**src/rtl/counter_pkg.sv**
```systemverilog
// ---------------------------------------------------------------------------
// counter_pkg
//   Shared definitions for the modulo counter family.
//   - cntMode_e : overflow behaviour selected by the SAT pin
//                 (CNT_WRAP = 0 wraps at terminal, CNT_SAT = 1 holds).
//   - clog2     : ceiling log2, used to size the prescaler phase register.
// ---------------------------------------------------------------------------
package counter_pkg;

  typedef enum logic {
    CNT_WRAP = 1'b0,
    CNT_SAT  = 1'b1
  } cntMode_e;

  // Ceiling log2; clog2(1) = 0, clog2(3) = 2, clog2(4) = 2.
  // A fixed-bound loop keeps this usable in constant expressions.
  function automatic int clog2(input int unsigned value);
    int result;
    result = 0;
    for (int i = 0; i < 32; i++) begin
      if ((64'(1) << i) < 64'(value)) begin
        result = i + 1;
      end
    end
    return result;
  endfunction

endpackage

```
**src/rtl/counter_prescaler.sv**
```systemverilog
// ---------------------------------------------------------------------------
// counter_prescaler
//   Divides the enabled clock into count steps. The phase register runs
//   0..PRESCALE-1 while EN is high and wraps back to 0; STEP is asserted in
//   the cycle the phase holds PRESCALE-1 (so with PRESCALE = 1, STEP = EN).
//   EN low freezes the phase, so a paused period resumes where it stopped.
// Ports
//   CLK   in  1  clock, rising edge
//   RST   in  1  synchronous reset, active-high, clears the phase
//   CLR   in  1  synchronous phase clear (used by parallel load)
//   EN    in  1  advance the phase this cycle
//   STEP  out 1  one-cycle step qualifier, combinational from phase and EN
// ---------------------------------------------------------------------------
module counter_prescaler
  import counter_pkg::*;
#(
  parameter int unsigned PRESCALE = 1
) (
  input  logic CLK,
  input  logic RST,
  input  logic CLR,
  input  logic EN,
  output logic STEP
);

  // At least one bit so PRESCALE = 1 still elaborates a legal register;
  // in that case the phase simply stays at 0 forever.
  localparam int PHASE_W = (clog2(PRESCALE) < 1) ? 1 : clog2(PRESCALE);
  localparam logic [PHASE_W-1:0] LAST_PHASE = PHASE_W'(PRESCALE - 1);

  logic [PHASE_W-1:0] phaseReg;
  logic [PHASE_W-1:0] phaseNext;
  logic               atLastPhase;

  assign atLastPhase = (phaseReg == LAST_PHASE);

  always_comb begin
    phaseNext = phaseReg;
    if (CLR) begin
      phaseNext = '0;
    end else if (EN) begin
      phaseNext = atLastPhase ? '0 : phaseReg + PHASE_W'(1);
    end
  end

  always_ff @(posedge CLK) begin
    if (RST) begin
      phaseReg <= '0;
    end else begin
      phaseReg <= phaseNext;
    end
  end

  assign STEP = EN & atLastPhase;

endmodule

```
**src/rtl/custom_counter_mod.sv**
```systemverilog
// ---------------------------------------------------------------------------
// custom_counter_mod
//   Parametrised synchronous modulo-MODULUS counter with enable, up/down,
//   parallel load (clamped to MODULUS-1), wrap/saturate mode, a built-in
//   prescaler and a registered carry pulse for cascading digits.
//   Edge priority: RST > LOAD > step > hold.
// Parameters
//   WIDTH     COUNT / LOAD_VAL width (1..16)
//   MODULUS   count range 0..MODULUS-1 (2..2**WIDTH)
//   PRESCALE  enabled CLK cycles per count step (1..65535)
// Ports
//   CLK        in   1      clock, rising edge
//   RST        in   1      synchronous reset, active-high
//   EN         in   1      count enable; low freezes counter and prescaler
//   UP         in   1      1 = count up, 0 = count down
//   SAT        in   1      0 = wrap at terminal, 1 = hold at terminal
//   LOAD       in   1      synchronous parallel load strobe
//   LOAD_VAL   in   WIDTH  value loaded on LOAD (clamped)
//   CARRY_IN   in   1      cascade enable from the lower digit (tie 1 if unused)
//   COUNT      out  WIDTH  current count, registered
//   TC         out  1      terminal count for the current direction, combinational
//   CARRY_OUT  out  1      registered one-cycle pulse after every wrap
//   AT_LIMIT   out  1      registered: a saturating step was blocked at terminal
// ---------------------------------------------------------------------------
module custom_counter_mod
  import counter_pkg::*;
#(
  parameter int unsigned WIDTH    = 4,
  parameter int unsigned MODULUS  = 16,
  parameter int unsigned PRESCALE = 1
) (
  input  logic             CLK,
  input  logic             RST,
  input  logic             EN,
  input  logic             UP,
  input  logic             SAT,
  input  logic             LOAD,
  input  logic [WIDTH-1:0] LOAD_VAL,
  input  logic             CARRY_IN,
  output logic [WIDTH-1:0] COUNT,
  output logic             TC,
  output logic             CARRY_OUT,
  output logic             AT_LIMIT
);

  // Comparisons run one bit wider than COUNT so MODULUS = 2**WIDTH needs no
  // special case: its terminal value still fits and the wrap to 0 is explicit.
  localparam logic [WIDTH:0] LAST_VAL = (WIDTH + 1)'(MODULUS - 1);

  logic [WIDTH-1:0] countReg;
  logic [WIDTH-1:0] countNext;
  logic             carryReg;
  logic             carryNext;
  logic             atLimitReg;
  logic             atLimitNext;

  logic [WIDTH:0]   countWide;
  logic [WIDTH:0]   loadWide;
  logic [WIDTH-1:0] loadClamped;
  logic             atTop;
  logic             atZero;
  logic             stepOk;
  cntMode_e         mode;

  // -------------------------------------------------------------------------
  // Prescaler: only advances while this digit is both enabled and released
  // by the lower digit; a load restarts the step period from phase 0.
  // -------------------------------------------------------------------------
  counter_prescaler #(
    .PRESCALE (PRESCALE)
  ) uPrescaler (
    .CLK  (CLK),
    .RST  (RST),
    .CLR  (LOAD),
    .EN   (EN & CARRY_IN),
    .STEP (stepOk)
  );

  assign countWide   = {1'b0, countReg};
  assign loadWide    = {1'b0, LOAD_VAL};
  assign loadClamped = (loadWide <= LAST_VAL) ? LOAD_VAL : LAST_VAL[WIDTH-1:0];
  assign atTop       = (countWide == LAST_VAL);
  assign atZero      = (countReg == '0);
  assign mode        = cntMode_e'(SAT);

  // -------------------------------------------------------------------------
  // Next-state mux. CARRY_OUT defaults low so it is a single-cycle pulse;
  // AT_LIMIT is a level that only a moving step, a load or reset clears.
  // -------------------------------------------------------------------------
  always_comb begin
    countNext   = countReg;
    carryNext   = 1'b0;
    atLimitNext = atLimitReg;

    if (LOAD) begin
      countNext   = loadClamped;
      atLimitNext = 1'b0;
    end else if (stepOk) begin
      if (UP) begin
        if (!atTop) begin
          countNext   = WIDTH'(countWide + (WIDTH + 1)'(1));
          atLimitNext = 1'b0;
        end else begin
          case (mode)
            CNT_WRAP: begin
              countNext   = '0;
              carryNext   = 1'b1;
              atLimitNext = 1'b0;
            end
            CNT_SAT: begin
              atLimitNext = 1'b1;
            end
            default: begin
              atLimitNext = atLimitReg;
            end
          endcase
        end
      end else begin
        if (!atZero) begin
          countNext   = WIDTH'(countWide - (WIDTH + 1)'(1));
          atLimitNext = 1'b0;
        end else begin
          case (mode)
            CNT_WRAP: begin
              countNext   = LAST_VAL[WIDTH-1:0];
              carryNext   = 1'b1;
              atLimitNext = 1'b0;
            end
            CNT_SAT: begin
              atLimitNext = 1'b1;
            end
            default: begin
              atLimitNext = atLimitReg;
            end
          endcase
        end
      end
    end
  end

  always_ff @(posedge CLK) begin
    if (RST) begin
      countReg   <= '0;
      carryReg   <= 1'b0;
      atLimitReg <= 1'b0;
    end else begin
      countReg   <= countNext;
      carryReg   <= carryNext;
      atLimitReg <= atLimitNext;
    end
  end

  assign COUNT     = countReg;
  assign CARRY_OUT = carryReg;
  assign AT_LIMIT  = atLimitReg;

  // Terminal count follows UP immediately, independent of the clock.
  assign TC = UP ? atTop : atZero;

endmodule

```
**config.mk**
```make
export PLATFORM = sky130hd
export DESIGN_NAME = custom_counter_mod
export DESIGN_NICKNAME = d
export VERILOG_FILES = /design/src/rtl/counter_pkg.sv /design/src/rtl/counter_prescaler.sv /design/src/rtl/custom_counter_mod.sv
export SDC_FILE = /design/constraint.sdc
export NUM_CORES = 1
export LEC_CHECK = 0
export CORE_AREA = 4 4 41 43
export CTS_BUF_LIST = sky130_fd_sc_hd__clkbuf_8 sky130_fd_sc_hd__clkbuf_16
export CTS_CLUSTER_DIAMETER = 200
export DETAILED_ROUTE_END_ITERATION = 8
export DIE_AREA = 0 0 45 47
export PLACE_DENSITY_LB_ADDON = 0.05
export SYNTH_ARGS = -nofsm -noshare
export SYNTH_HDL_FRONTEND = slang
export SYNTH_HIERARCHICAL = 1
export SYNTH_SLANG_ARGS = --single-unit
```
**constraint.sdc**
```tcl
create_clock -name CLK -period 2.2 [get_ports CLK]
set_input_delay 0.22 -clock CLK [delete_from_list [all_inputs] [get_ports CLK]]
set_output_delay 0.22 -clock CLK [all_outputs]
set_load 0.01 [all_outputs]
```
==> results of run 1 <==
## state kept, by name, summed over array words and instances, names as in the netlist
| name | cells |
|---|---|
| COUNT | 4 |
| CARRY_OUT | 1 |
| AT_LIMIT | 1 |
## cell families after synthesis
kind of cell	synth area share [%]
compound gates	29.4
xor+xnor	1.85
fa+ha+maj	5.29
buf+inv	6.35
flops	25.4
mux	4.50
simple gates	27.3
## cells in the final DEF, fill, tap and decap left out, types with 2 or more instances in the layout
cell	n
inv_1	4
nand4_1	2
buf_4	3
clkdlybuf4s50_1	16
clkbuf_8	3
a21oi_1	3
nor2_1	3
nand3_1	2
nand2_1	2
o21bai_1	2
dfxtp_1	6
ha_1	2
nor3_1	2
## final cells by class
type	count	area [um2]
flip-flops and latches	6	120
multi-input cells	41	323
fillers	128	584
well taps	15	18.8
clock buffers	3	41.3
repair buffers	20	195
inverters	5	18.8
## critical path, stage by stage, from the launching register on
cell and delay (ps):
dfxtp_1 460, inv_2 80, ha_1 240, nor4b_4 150
buf_4 150, o21a_2 230, or3_1 380, a21oi_1 130
## cells in the mapped netlist
library cell,n,area share (%)
a311oi_1,1,1.9
o21ai_2,1,1.9
o21a_2,1,1.9
o21bai_1,2,3.2
mux2_2,1,2.4
or2_1,1,1.3
nand4_1,2,2.6
nand3b_1,1,1.6
nand3_1,2,2.1
ha_1,2,5.3
buf_1,1,0.79
o311ai_1,1,1.9
and4_4,1,2.4
a2111o_1,1,2.4
o31a_1,1,1.9
nor3_1,2,2.1
mux2i_1,1,2.1
a31o_2,1,1.9
nor4b_4,1,5.0
and2_1,1,1.3
nor2_1,3,2.4
or3_1,1,1.3
a21oi_1,3,3.2
nand2_1,2,1.6
inv_1,5,4.0
buf_4,1,1.6
o221ai_1,1,1.9
a21o_1,1,1.6
a211o_1,1,1.9
nor4_1,1,1.3
and4b_1,1,2.1
o211ai_1,1,1.6
dfxtp_1,6,25
xnor2_1,1,1.9
o211ai_2,1,2.6
## path summary, 6_finish.rpt
path,from,endpoint
hold reg to reg,AT_LIMIT,AT_LIMIT
hold / removal,AT_LIMIT,AT_LIMIT
setup reg to reg,COUNT[0],COUNT[0]
setup / recovery,COUNT[0],COUNT[0]
## per-layer routing
layer,GRT usage [%],vias to the layer above
met3,4.60,3
met4,8.77,0
met5,0,-
met1,15.2,233
met2,20.6,16
li1,-,254
## what timing repair did
action,CTS,global route
buffers inserted,0,2
resized for setup,0,2
setup endpoints to repair,0,1
## where the power goes
part           total (mW)  switching, mW  internal [mW]
combinational       0.112         0.0469         0.0647
clock               0.171         0.0529          0.118
sequential          0.129         0.0133          0.116
total               0.412          0.113          0.298
==> metrics.md, run 1 <==
| Metric | Value |
|---|---|
| Fin Clk Skew | `0.546 ps` |
| Antenna cells | `0` |
| Class of the most critical hold timing path | `flip-flop to flip-flop` |
| Antenna violations before repair | `0` |
| Startpoint class of the critical path | `flip-flop` |
| Detailed route wirelength on metal3 | `80 um` |
| Final routed wirelength across all metal layers | `1.26 mm` |
| PnR Total Power | `just over 0.4 mW` |
| Crit path arrival time | `slightly above 2000 ps` |
| Mean post-synth cell area | `8.76 um2` |
| Synth-to-Final Area Change | `51.6%` |
| P_leak | `0.294 nW` |
| Share of post-route cells with drive strength above 1 | `a little under a fifth` |
| Placement Rows | `13` |
| RSZ-0062 raised after global routing | `no` |
| Detailed placer's ending HPWL | `897 um` |
| Distinct cell type count of the synthesized netlist | `35` |
| Number of failing setup endpoints in the final timing report | `0` |
| Max Clock Freq | `530 MHz` |
| Status | `finished clean` |
| Post-synthesis cell area | `473 um2` |
| DRT Pass-1 Iters | `4` |
| DRC errors left | `0` |
| CP Data Required Time | `2360 ps` |
| Reg2Reg Depth | `7` |
| Internal reg-to-reg setup slack | `between 300 and 400 ps` |
| Number of H-tree levels | `1` |
| Clock root buffer master | `clkbuf_8` |
| Total track usage | `13.2%` |
| Fin worst setup slack | `313 ps` |
| Clock transition at the registers of the reported paths | `about 40 ps` |
| Via count | `~510` |
| Final Wtd Congestion | `0.706` |
| Met1 Routed Length | `574 um` |
| Wire length of the first global-routing pass | `approximately 1.9 mm` |
| Crit Path Max Fanout | `7` |
| Worst slack, placed | `216 ps` |
| Die Width | `45 um` |
| Summed area of non-filler cells in the final layout | `717 um2` |
| Top sig layer | `met4` |
| Number of placed instances, taps included | `85` |
| Count of pins on the block boundary | `18` |
| Number of max-cap violations | `0` |
| Post-place instance area | `658 um2` |
| VDD IR max | `306 uV` |
| Crit. End Element | `flip-flop` |
| Latest clock arrival within the worst-skew pair | `230 ps` |
| Remaining Overflow, GRT | `0` |
| Worst hold margin | `519 ps` |
| Die Y | `47 um` |
| Net count of the mapped netlist | `67` |
| CTS tree | `yes` |
| Total count of hold-check failures in the final report | `0` |
| Met2 WL | `572 um` |
| Number of global-route vias before repair | `approximately 430` |
| Final antenna-violating net count | `0` |
| Core Region | `0.00130 mm2` |
| TritonCTS Buffers | `3` |
| Flip-flop and latch count after synthesis | `6` |
| Initial standard-cell utilization of the core | `between 30% and 40%` |
| Gate Count Post-Synth | `54` |
| Area enclosed by the die boundary | `0.00212 mm2` |
| Setup TNS | `0 ps` |
| Count of port buffers added during placement | `17` |
| Number of vias per cell after detailed routing | `5.62` |
| Sequential area share after synthesis | `25.4%` |
| Power density over the cells | `574 mW/mm2` |
| Fraction of the core area covered by cells at the end of the flow | `55.1%` |
| WL per Instance | `14.0 um` |
| Warnings, synthesis | `6` |
| Hold Crit Depth | `2` |
| Pin count of the biggest net entering global routing | `10` |
| Actual transition at the worst max-transition pin | `352 ps` |
| Final Max Slew Viols | `0` |
| Nets | `90` |
| Shortest clock period the worst path allows after layout | `1890 ps` |
| Final critical-path share of the clock period | `85.8%` |
| Number of buffers inserted for hold repair after clock tree synthesis | `0` |
| Starting DRC count in detailed routing | `6` |
| Sink Count | `6` |
| Maximum clock insertion buffer count | `2` |
| Non-filler cells in the finished layout | `90` |
| Headroom to the max-slew limit | `76.5%` |
| Critical path start-end classification | `flip-flop to flip-flop` |
Power figures use the tool's default switching activity.
==> run 2: changes to the inputs <==
--- a/config.mk
+++ b/config.mk
@@ -5,11 +5,11 @@
 export SDC_FILE = /design/constraint.sdc
 export NUM_CORES = 1
 export LEC_CHECK = 0
-export CORE_AREA = 4 4 41 43
+export CORE_AREA = 2 2 39 41
 export CTS_BUF_LIST = sky130_fd_sc_hd__clkbuf_8 sky130_fd_sc_hd__clkbuf_16
 export CTS_CLUSTER_DIAMETER = 200
 export DETAILED_ROUTE_END_ITERATION = 8
-export DIE_AREA = 0 0 45 47
+export DIE_AREA = 0 0 41 43
 export PLACE_DENSITY_LB_ADDON = 0.05
 export SYNTH_ARGS = -nofsm -noshare
 export SYNTH_HDL_FRONTEND = slang
==> metrics.md, run 2 (synthesis gave the netlist of run 1 again) <==
| Metric | Value |
|---|---|
| Critical path start-end classification | `flip-flop to output pin` |
| Crit. End Element | `output pin` |
| Count of pins on the block boundary | `18` |
| Pin count of the biggest net entering global routing | `10` |
| Final Max Slew Viols | `0` |
| Hold Crit Depth | `2` |
| P_leak | `roughly 0.27 nW` |
| Count of port buffers added during placement | `17` |
| Final Wtd Congestion | `0.729` |
| Number of H-tree levels | `1` |
| Most frequent standard cell in the layout excluding fill and tap cells | `clkdlybuf4s50_1` |
| Total count of hold-check failures in the final report | `0` |
| DRC errors left | `0` |
| CP Cell Sequence | `inv_1 > ha_1 > nor4b_4 > or2_1 > clkdlybuf4s50_1` |
| Headroom to the max-slew limit | `77.0%` |
| Final routed wirelength across all metal layers | `1.17 mm` |
| Wire length of the first global-routing pass | `1.86 mm` |
| Nets | `89` |
| Internal power component | `0.297 mW` |
| Total track usage | `16.1%` |
| Sink Count | `6` |
| Via count | `497` |
| End of the worst register-to-register path | `COUNT[3]` |
| Final critical-path share of the clock period | `about 93%` |
| Portion of total power attributed to sequential cells | `31.9%` |
| Clock root buffer master | `clkbuf_8` |
| Commonest cells after routing, fill and taps aside | `clkdlybuf4s50_1, dfxtp_1, inv_1` |
| WL per Instance | `13.0 um` |
| Endpoint of the worst hold-timing path | `AT_LIMIT` |
| Class of the most critical hold timing path | `flip-flop to flip-flop` |
| Core Region | `0.00138 mm2` |
| TritonCTS Buffers | `3` |
| PnR Total Power | `between 0.4 and 0.5 mW` |
| Switching power total | `0.107 mW` |
| Power density over the cells | `between 500 and 600 mW/mm2` |
| Crit path arrival time | `1840 ps` |
| Worst hold margin | `523 ps` |
| Switching portion of total power | `between 20% and 30%` |
| Antenna violations before repair | `0` |
| Startpoint class of the critical path | `flip-flop` |
| Number of flip-flops under the largest register name | `4` |
| Die Y | `around 43 um` |
| Shortest clock period the worst path allows after layout | `2060 ps` |
| Internal reg-to-reg setup slack | `440 ps` |
| Crit Path Max Fanout | `7` |
| Maximum clock insertion buffer count | `2` |
| CTS tree | `yes` |
| Die Width | `41 um` |
| Starting DRC count in detailed routing | `17` |
| Number of max-cap violations | `0` |
| Remaining Overflow, GRT | `0` |
| RSZ-0062 raised after global routing | `no` |
| Number of failing setup endpoints in the final timing report | `0` |
| Worst R2R Start | `COUNT[1]` |
| CP Data Required Time | `between 1500 and 2000 ps` |
| Placement Rows | `14` |
| Combinational Power Share | `between 20% and 30%` |
| Fraction of the core area covered by cells at the end of the flow | `51.3%` |
| Max Clock Freq | `~490 MHz` |
| Number of vias per cell after detailed routing | `5.52` |
| Share of post-route cells with drive strength above 1 | `18.9%` |
| Initial standard-cell utilization of the core | `34.2%` |
| Actual transition at the worst max-transition pin | `345 ps` |
| Setup TNS | `0 ps` |
| Area enclosed by the die boundary | `roughly 0.0018 mm2` |
| Number of global-route vias before repair | `438` |
| Clock share of power | `41.1%` |
| VDD IR max | `~360 uV` |
| Number of placed instances, taps included | `86` |
| Antenna cells | `0` |
| Clock transition at the registers of the reported paths | `40 ps` |
| Synth-to-Final Area Change | `50.0%` |
| Start point of the worst hold path | `AT_LIMIT` |
| Max incr delay on CP | `roughly 530 ps` |
| Final antenna-violating net count | `0` |
| Detailed placer's ending HPWL | `887 um` |
| DRT Pass-1 Iters | `4` |
| Reg2Reg Depth | `7` |
| Non-filler cells in the finished layout | `90` |
| CP max-delay cell | `clkdlybuf4s50_1` |
| Status | `finished clean` |
| Fin Clk Skew | `3.59 ps` |
| Latest clock arrival within the worst-skew pair | `roughly 220 ps` |
[run 2: changes by cell type in the layout (fill, tap and decap cells not counted)]
cell,previous run,this run
dfxtp_1,6,5
buf_4,3,2
dfxtp_2,0,1
dlymetal6s2s_1,1,0
clkdlybuf4s50_1,16,17
[run 2: worst max-delay path by stage]
stage,start,end,slack (ps),depth (start not counted)
final,COUNT[1],TC,140,5
after global routing,COUNT[1],TC,20,5
after CTS,COUNT[0],TC,50,5
after detailed placement,UP,TC,230,4
after global placement,UP,TC,230,4
after floorplan,COUNT[0],COUNT[0],520,6
[run 2: worst max-delay path: cells and delay by family (launching register included)]
kind / cells / cell delay (ps)
buf+inv: 2 / 630
simple gates: 2 / 450
flops: 1 / 360
fa+ha+maj: 1 / 180
[run 2: stage by stage]
stage | setup WS (ps) | area [um2]
finish | 145 | 709
global route | 21.6 | 709
CTS | 54.3 | 701
detailed placement | 227 | 659
global placement | 227 | 659
floorplan | 516 | 473
[run 2: area by class of cell]
| type | count | area, um2 |
|---|---|---|
| timing repair buffer | 19 | 185 |
| tap | 16 | 20.0 |
| multi-input combinational | 41 | 323 |
| sequential | 6 | 121 |
| clock buffer | 3 | 41.3 |
| inverter | 5 | 18.8 |
| fill | 141 | 674 |
[run 2: power by group through the flow]
| stage | Sequential (mW) | Clock, mW | Combinational [mW] |
|---|---|---|---|
| floorplan | 0.131 | 0 | 0.0565 |
| global placement | 0.130 | 0 | 0.106 |
| detailed placement | 0.130 | 0 | 0.107 |
| CTS | 0.128 | 0.170 | 0.107 |
| global route | 0.130 | 0.181 | 0.120 |
| finish | 0.129 | 0.166 | 0.109 |
[run 2: timing repair]
item                                    4_1_cts  5_1_grt
endpoints found under the hold margin         0        0
endpoints found under the setup margin        0        1
resized for setup                             0        2
hold buffers                                  0        0
setup buffers                                 0        1
[run 2: routing by layer]
metal,up-vias,wire length (um),GRT usage [%]
li1,250,-,-
met3,0,77,9.42
met4,0,0,4.00
met5,-,0,0
met2,15,594,25.3
met1,232,498,17.9
